**src/rtl/pong_if.sv**
```systemverilog
// ============================================================================
// pong_if : ball shift register / move timer / win detector control bundle
// Rev 1.0
// ============================================================================
`default_nettype none

interface pong_if;
  logic [17:0] Q;
  logic        DIR;
  logic        TC;
  logic        GAMEOVER;
  logic        LOAD;
  logic        SHL;
  logic        SHR;
  logic        SET;
  logic        MAX;

  modport master (
    input  Q, DIR, TC, GAMEOVER,
    output LOAD, SHL, SHR, SET, MAX
  );

  modport slave (
    output Q, DIR, TC, GAMEOVER,
    input  LOAD, SHL, SHR, SET, MAX
  );
endinterface

`default_nettype wire

```
**src/rtl/pong_ctrl.sv**
```systemverilog
// ============================================================================
// pong_ctrl : Pong game sequencer - serve, ball motion, hits, BCD scoring
// Rev 1.0
// ============================================================================
`default_nettype none

module pong_ctrl #(
  parameter logic [7:0] WIN_SCORE = 8'h12
) (
  input  wire logic       CLK,
  input  wire logic       CLRN,
  input  wire logic       BTN1,
  input  wire logic       BTN0,
  pong_if.master          bus,
  output logic      [7:0] SCORE1,
  output logic      [7:0] SCORE0,
  output logic            WINNER,
  output logic      [2:0] STATE
);

  typedef enum logic [2:0] {
    S_IDLE   = 3'd0,
    S_SERVE  = 3'd1,
    S_MOVE_L = 3'd2,
    S_MOVE_R = 3'd3,
    S_POINT  = 3'd4,
    S_CHECK  = 3'd5,
    S_OVER   = 3'd6
  } state_t;

  state_t     r_state;
  logic [2:0] r_b1;
  logic [2:0] r_b0;
  logic       r_hit1;
  logic       r_hit0;
  logic       r_dir;
  logic       r_scorer;
  logic       r_load;
  logic       r_shl;
  logic       r_shr;
  logic       r_set;
  logic       r_max;
  logic [7:0] r_score1;
  logic [7:0] r_score0;
  logic       r_winner;

  // r_bx[1:0] is the 2-flop synchronizer, r_bx[2] the edge-detect history
  wire logic w_rise1 = r_b1[1] & ~r_b1[2];
  wire logic w_rise0 = r_b0[1] & ~r_b0[2];

  function automatic logic [7:0] bcd_inc(input logic [7:0] s);
    if (s == 8'h99)
      return s;
    if (s[3:0] >= 4'h9)
      return {s[7:4] + 4'h1, 4'h0};
    return {s[7:4], s[3:0] + 4'h1};
  endfunction

  always_ff @(posedge CLK or negedge CLRN) begin
    if (!CLRN) begin
      r_state  <= S_IDLE;
      r_b1     <= 3'b000;
      r_b0     <= 3'b000;
      r_hit1   <= 1'b0;
      r_hit0   <= 1'b0;
      r_dir    <= 1'b0;
      r_scorer <= 1'b0;
      r_load   <= 1'b0;
      r_shl    <= 1'b0;
      r_shr    <= 1'b0;
      r_set    <= 1'b0;
      r_max    <= 1'b0;
      r_score1 <= 8'h00;
      r_score0 <= 8'h00;
      r_winner <= 1'b0;
    end else begin
      r_b1   <= {r_b1[1:0], BTN1};
      r_b0   <= {r_b0[1:0], BTN0};
      r_hit1 <= w_rise1;
      r_hit0 <= w_rise0;
      r_load <= 1'b0;
      r_shl  <= 1'b0;
      r_shr  <= 1'b0;
      r_set  <= 1'b0;
      r_max  <= 1'b0;

      case (r_state)
        S_IDLE: begin
          if (r_hit1 || r_hit0) begin
            r_dir   <= bus.DIR;
            r_load  <= 1'b1;
            r_max   <= 1'b1;
            r_state <= S_SERVE;
          end
        end
        S_SERVE: begin
          r_state <= r_dir ? S_MOVE_L : S_MOVE_R;
        end
        S_MOVE_L: begin
          // A hit at the end position takes priority over a same-cycle TC
          if (r_hit1 && bus.Q[17]) begin
            r_set   <= 1'b1;
            r_state <= S_MOVE_R;
          end else if (bus.TC) begin
            r_shl <= 1'b1;
            if (bus.Q[17]) begin
              r_scorer <= 1'b0;
              r_state  <= S_POINT;
            end
          end
        end
        S_MOVE_R: begin
          if (r_hit0 && bus.Q[0]) begin
            r_set   <= 1'b1;
            r_state <= S_MOVE_L;
          end else if (bus.TC) begin
            r_shr <= 1'b1;
            if (bus.Q[0]) begin
              r_scorer <= 1'b1;
              r_state  <= S_POINT;
            end
          end
        end
        S_POINT: begin
          if (r_scorer)
            r_score1 <= bcd_inc(r_score1);
          else
            r_score0 <= bcd_inc(r_score0);
          r_state <= S_CHECK;
        end
        S_CHECK: begin
          if (bus.GAMEOVER) begin
            r_winner <= r_scorer;
            r_state  <= S_OVER;
          end else begin
            r_state <= S_IDLE;
          end
        end
        default: begin
          r_state <= S_OVER;
        end
      endcase
    end
  end

  assign bus.LOAD = r_load;
  assign bus.SHL  = r_shl;
  assign bus.SHR  = r_shr;
  assign bus.SET  = r_set;
  assign bus.MAX  = r_max;
  assign SCORE1   = r_score1;
  assign SCORE0   = r_score0;
  assign WINNER   = r_winner;
  assign STATE    = r_state;

endmodule

`default_nettype wire

```
**src/flat_wrapper.sv**
```systemverilog
// flat-port wrapper written by rule: the top's interface ports become plain ports
module pong_ctrl_flat 
#(
  parameter logic [7:0] WIN_SCORE = 8'h12
)
  (CLK, CLRN, BTN1, BTN0, SCORE1, SCORE0, WINNER, STATE, bus_Q, bus_DIR, bus_TC, bus_GAMEOVER, bus_LOAD, bus_SHL, bus_SHR, bus_SET, bus_MAX);
  pong_if bus_i ();
  input  wire logic CLK;
  input  wire logic CLRN;
  input  wire logic BTN1;
  input  wire logic BTN0;
  output logic      [7:0] SCORE1;
  output logic      [7:0] SCORE0;
  output logic WINNER;
  output logic      [2:0] STATE;
  input wire logic [$bits(bus_i.Q)-1:0] bus_Q;
  input wire logic [$bits(bus_i.DIR)-1:0] bus_DIR;
  input wire logic [$bits(bus_i.TC)-1:0] bus_TC;
  input wire logic [$bits(bus_i.GAMEOVER)-1:0] bus_GAMEOVER;
  output wire logic [$bits(bus_i.LOAD)-1:0] bus_LOAD;
  output wire logic [$bits(bus_i.SHL)-1:0] bus_SHL;
  output wire logic [$bits(bus_i.SHR)-1:0] bus_SHR;
  output wire logic [$bits(bus_i.SET)-1:0] bus_SET;
  output wire logic [$bits(bus_i.MAX)-1:0] bus_MAX;
  assign bus_i.Q = bus_Q;
  assign bus_i.DIR = bus_DIR;
  assign bus_i.TC = bus_TC;
  assign bus_i.GAMEOVER = bus_GAMEOVER;
  assign bus_LOAD = bus_i.LOAD;
  assign bus_SHL = bus_i.SHL;
  assign bus_SHR = bus_i.SHR;
  assign bus_SET = bus_i.SET;
  assign bus_MAX = bus_i.MAX;
  pong_ctrl #(.WIN_SCORE(WIN_SCORE)) u_core (.CLK(CLK), .CLRN(CLRN), .BTN1(BTN1), .BTN0(BTN0), .bus(bus_i), .SCORE1(SCORE1), .SCORE0(SCORE0), .WINNER(WINNER), .STATE(STATE));
endmodule
```
**config.mk**
```make
export PLATFORM = sky130hd
export DESIGN_NAME = pong_ctrl_flat
export DESIGN_NICKNAME = d
export VERILOG_FILES = /design/src/rtl/pong_if.sv /design/src/rtl/pong_ctrl.sv /design/src/flat_wrapper.sv
export SDC_FILE = /design/constraint.sdc
export NUM_CORES = 1
export LEC_CHECK = 0
export ABC_AREA = 1
export CAP_MARGIN = 20
export CORE_AREA = 3 3 66 68
export DETAILED_ROUTE_END_ITERATION = 7
export DIE_AREA = 0 0 69 71
export GPL_ROUTABILITY_DRIVEN = 1
export PLACE_DENSITY = 0.77
export SLEW_MARGIN = 25
export SYNTH_ARGS = -nofsm -noshare
export SYNTH_HDL_FRONTEND = slang
export SYNTH_SLANG_ARGS = --single-unit
```
**constraint.sdc**
```tcl
create_clock -name CLK -period 1.8 [get_ports CLK]
set_input_delay 0.27 -clock CLK [delete_from_list [all_inputs] [get_ports CLK]]
set_output_delay 0.27 -clock CLK [all_outputs]
set_load 0.02 [all_outputs]
```
# == Word level (Yosys, flattened, before mapping) ==
# Index checks and enable logic that the tools add are counted.
# W data, S select, Z words.
# op_classes
bitwise_logic,5
n_addsub,4
order_cmp,2
eq_ne,18
n_reduce_logical,15
muxes,49
# ops
operator,count
$mux W8,8
$mux W1,30
$mux W3,8
$pmux W3 S6,1
$add A4 B1 Y4 const B,4
$eq A8 B8 Y1 const B,2
$ne A2 B2 Y1 const B,6
$ne A3 B2 Y1 const B,4
$ge A4 B4 Y1 const B,2
$reduce_and A2 Y1,4
$reduce_and A7 Y1,1
$eq A3 B2 Y1 const B,2
$eq A3 B3 Y1 const B,2
$reduce_and A3 Y1,2
$reduce_bool A2 Y1,3
$reduce_and A5 Y1,1
$pmux W1 S2,2
$eq A3 B1 Y1 const B,1
$logic_not A3 Y1,1
$not A1 Y1,3
$and A1 B1 Y1,2
$logic_and A1 B1 Y1,2
$ne A2 B1 Y1 const B,1
$logic_or A1 B1 Y1,1
# word_totals
regBits,34
output_inout_bits,25
input_bits,25

# == Depth between registers and ports, before layout ==
# logic_depth
ltp_word,9
depth_mapped,10
ltp_nobuf,8

# == Worst setup path before layout ==
# No wires, ideal clock.
# synth_timing
path_type,register to register
from,"register u_core.r_score0[0], in the netlist u_core.SCORE0[0]"
to,"register u_core.r_score0[4], in the netlist u_core.SCORE0[4]"
period_less_slack_ps,1409
setup_slack_ps,391
t_required_ps,1682
t_arrival_ps,1291
n_path_buf,0
stages_incl_launch_ff,9
path_cell_list,dfrtp_1 inv_1 ha_1 nand3b_1 nand2_1 inv_1 nand2_1 nand2_1 nand2_1
# synth_via
elab_chain_len,7
# synth_lines
item,line,text
from (decl),pong_ctrl.sv:44,logic [7:0] r_score0;
from (signal assigned),pong_ctrl.sv:128,r_score0 <= bcd_inc(r_score0);
$ge A4 B4 Y1,pong_ctrl.sv:54,if (s[3:0] >= 4'h9)
$mux W1 (2 in a row),pong_ctrl.sv:54,
$mux W1,pong_ctrl.sv:125,if (r_scorer)
$mux W1,pong_ctrl.sv:87,case (r_state)
$reduce_bool A2 Y1 (no line),-,
$reduce_and A3 Y1 (no line),-,
# Several ways; a longest one is shown, not always the timed one. The select of a mux whose other input is x is not followed.
# A chain may end at the register's enable or synchronous reset.

# == Worst setup path after layout ==
# layout_timing
from,"register u_core.r_state[1], in the netlist u_core.STATE[1]"
to,output port STATE[1]
# layout_lines
item,line,text
from (decl),pong_ctrl.sv:31,state_t r_state;
from (signal assigned),pong_ctrl.sv:97,r_state <= r_dir ? S_MOVE_L : S_MOVE_R;
to (decl),flat_wrapper.sv:15,output logic [2:0] STATE;
# No word-level cell between the ends.

==> metrics.cfg <==
[cts]
cts.sinks = 34
cts_made_buffers = 5
cts_tree = yes
hold_buffers = 0
clk_latency_ps = 280
post_cts_resized = 0
clockRootBuffer = clkbuf_8
cts-htree-levels = 2
post_cts_buffers = 0
clk_pin_slew_ps = 70
ctsLongestPathBuffers = 2

[floorplan]
die_h_um = 71
std_cell_rows = 23
die_x_um = 69
start_util_pct = 45.5
core_area_um2 = 3910
io_pins = 50
dieArea_um2 = 4900

[synthesis]
syn-cell-area_um2 = 1780
synth_top_family_by_area = simple AND/OR/NAND/NOR gates
synth_cell_types = 22
synth_edf_count = 0
synthMuxAreaShare_pct = 0
ys_seq_area_share_pct = 47.8
synthAdderAreaFrac_pct = 7.03
synth_xor_area_share_pct = 2.95
yosys_warnings = 0
synth_top_area_share_pct = 47.8
synth-main-ff-cell = dfrtp_1
synth_area_leaders = dfrtp_1 (48%), nand2_1 (11%), nand3_1 (7.9%)
syn_area_per_cell_um2 = 8.48
synth.ff_latch_count = 34
synth_compound_area_share_pct = 3.23
yosys.cell_count.top_type = nand2_1
postSynthCellCount = 210
synth-simple-area-share_pct = 31.0
postSynthNetCount = 245
synth_area_leader_cell = dfrtp_1
synth-async-reset-ratio_pct = 100
synthTopCellsByCount = nand2_1 (50), dfrtp_1 (34), nand3_1 (28)

[global_routing]
grt_pass1_wl_mm = 5.60
grt_max_degree = 35
grt.total_usage_pct = 14.3
gr-total-overflow = 0
antenna_found_initial = 0
grt_pass1_vias = 1310

[sta]
slew_headroom_pct = 72.4
setup_ws_ps = 43.7
fmax_mhz = 569
finClkSkew_ps = 2.33
finalCritPeriodShare_pct = 97.6
finalSetupViolCount = 0
finalCriticalPeriod_ps = 1760
tns_ps = 0
grt_setup_unrepaired = false
finalHoldViolations = 0
slew_violations = 0
worst_pin_slew_ps = 414
hold_slack_ps = 348

[setup_path]
r2r_slack_ps = 260
rr_worst_depth = 8
crit_buf_inv = 1
cp.required_ps = 1530
path_class = reg -> out
cp_max_fo = 10
r2r-end = u_core.SCORE0[7]$_DFFE_PN0P_
cp_slowest_cell = clkdlybuf4s50_1
crit_path_max_incr_delay_ps = 670
regToRegStartpoint = u_core.STATE[1]$_DFFE_PN0P_
critPathArrivalTime_ps = 1490
endpoint_kind = output port
cpLargestDelayFamily = buffers and inverters
crit_path_cell_trace = clkdlybuf4s50_1
cp-start-kind = flop

[pwr]
ir_worst_vdd_mv = 0.710
p_leak_nw = 1.10
power.total_mw = 2.74
p_per_area_nw_per_um2 = 1230

[detailed_routing]
wl_per_cell_um = 10.7
dr.pass1.iters = 4
drc = 0
drt_iter0_drc = 86
viasPerCell = 4.79
ant_nets = 0
vias = 1427
wirelength_mm = 3.19

[placed_design]
pre_cts_ws_ps = 284
dp_hpwl_mm = 2.36
routabilityCongestion = 0.867
io_buffers = 33
dpl_cell_area_um2 = 2140
placed_cells = 290

[layout]
drive_gt1_share_pct = 9.68
diodes = 0
area_growth_syn_to_layout_pct = 25.3
num-nets-final = 282
final_core_util_pct = 57.0
stdcell_count = 298
fin_area_um2 = 2230

[min_path]
hold_depth = 0
worstHoldStart = u_core.r_b1[0]$_DFF_PN0_
min_to = u_core.r_b1[1]$_DFF_PN0_
hold_path_class = reg -> reg

[status]
status = complete, no violations

[flow_run]
maxCapViolCount = 0

-- power breakdown --
group | switching, mW | leakage (nW) | total [mW] | internal (mW)
logic | 0.631 | 0.609 | 1.09 | 0.463
registers | 0.173 | 0.446 | 1.08 | 0.904
clock network | 0.264 | 0.0482 | 0.573 | 0.308
total | 1.07 | 1.10 | 2.74 | 1.68
-- cells by family (layout without fill, tap and decap cells) --
kind of cell,count (synthesis),in the layout
xor gates and xnor gates,6,6
and+or+nand+nor,119,119
DFF,34,34
adders and majority gates,10,10
buffers and inverters,31,69
AOI/OAI and AO/OA,10,10
-- flip-flops by register name, indices dropped and copies added, names as in the netlist, 3 cells and up --
name           count
u_core.r_b0        3
u_core.STATE       3
u_core.SCORE1      8
u_core.r_b1        3
u_core.SCORE0      8
-- per-layer routing --
metal | routed length, um | GRT usage, %
met3 | 189 | 4.40
met4 | 51 | 5.86
met5 | 0 | 0
met2 | 1510 | 23.2
met1 | 1440 | 17.8
-- how the worst max path moves through the flow --
stage,startpoint,endpoint,slack (ps),cells after the start
3_3_place_gp,u_core.STATE[1]$_DFFE_PN0P_,u_core.SCORE0[5]$_DFFE_PN0P_,300,8
5_1_grt,u_core.STATE[1]$_DFFE_PN0P_,STATE[1],10,1
4_1_cts,u_core.STATE[1]$_DFFE_PN0P_,STATE[1],40,1
2_1_floorplan,u_core.SCORE0[0]$_DFFE_PN0P_,u_core.SCORE0[4]$_DFFE_PN0P_,390,8
6_report,u_core.STATE[1]$_DFFE_PN0P_,STATE[1],40,1
3_5_place_dp,u_core.STATE[1]$_DFFE_PN0P_,u_core.SCORE0[7]$_DFFE_PN0P_,280,8
-- cell type report --
cell class                 count  area [um^2]
tap                           50         62.6
fill                         382         1680
clock buffer                   7         86.3
multi-input combinational    145          787
clock inverter                 1         5.00
inverter                      27          101
sequential                    34          851
timing repair buffer          34          338
-- layout by cell type (no fill, tap or decap), types with 5 or more instances in the layout --
cell / Yosys / layout
clkbuf_8: 0 / 6
clkdlybuf4s50_1: 0 / 33
dfrtp_1: 34 / 34
ha_1: 10 / 10
inv_1: 22 / 22
nand2_1: 50 / 50
nand2_2: 5 / 5
nand3_1: 28 / 28
nand3b_1: 7 / 7
nor2_1: 22 / 22
xor2_1: 5 / 5
No activity file was read; power rests on OpenSTA's default activity.
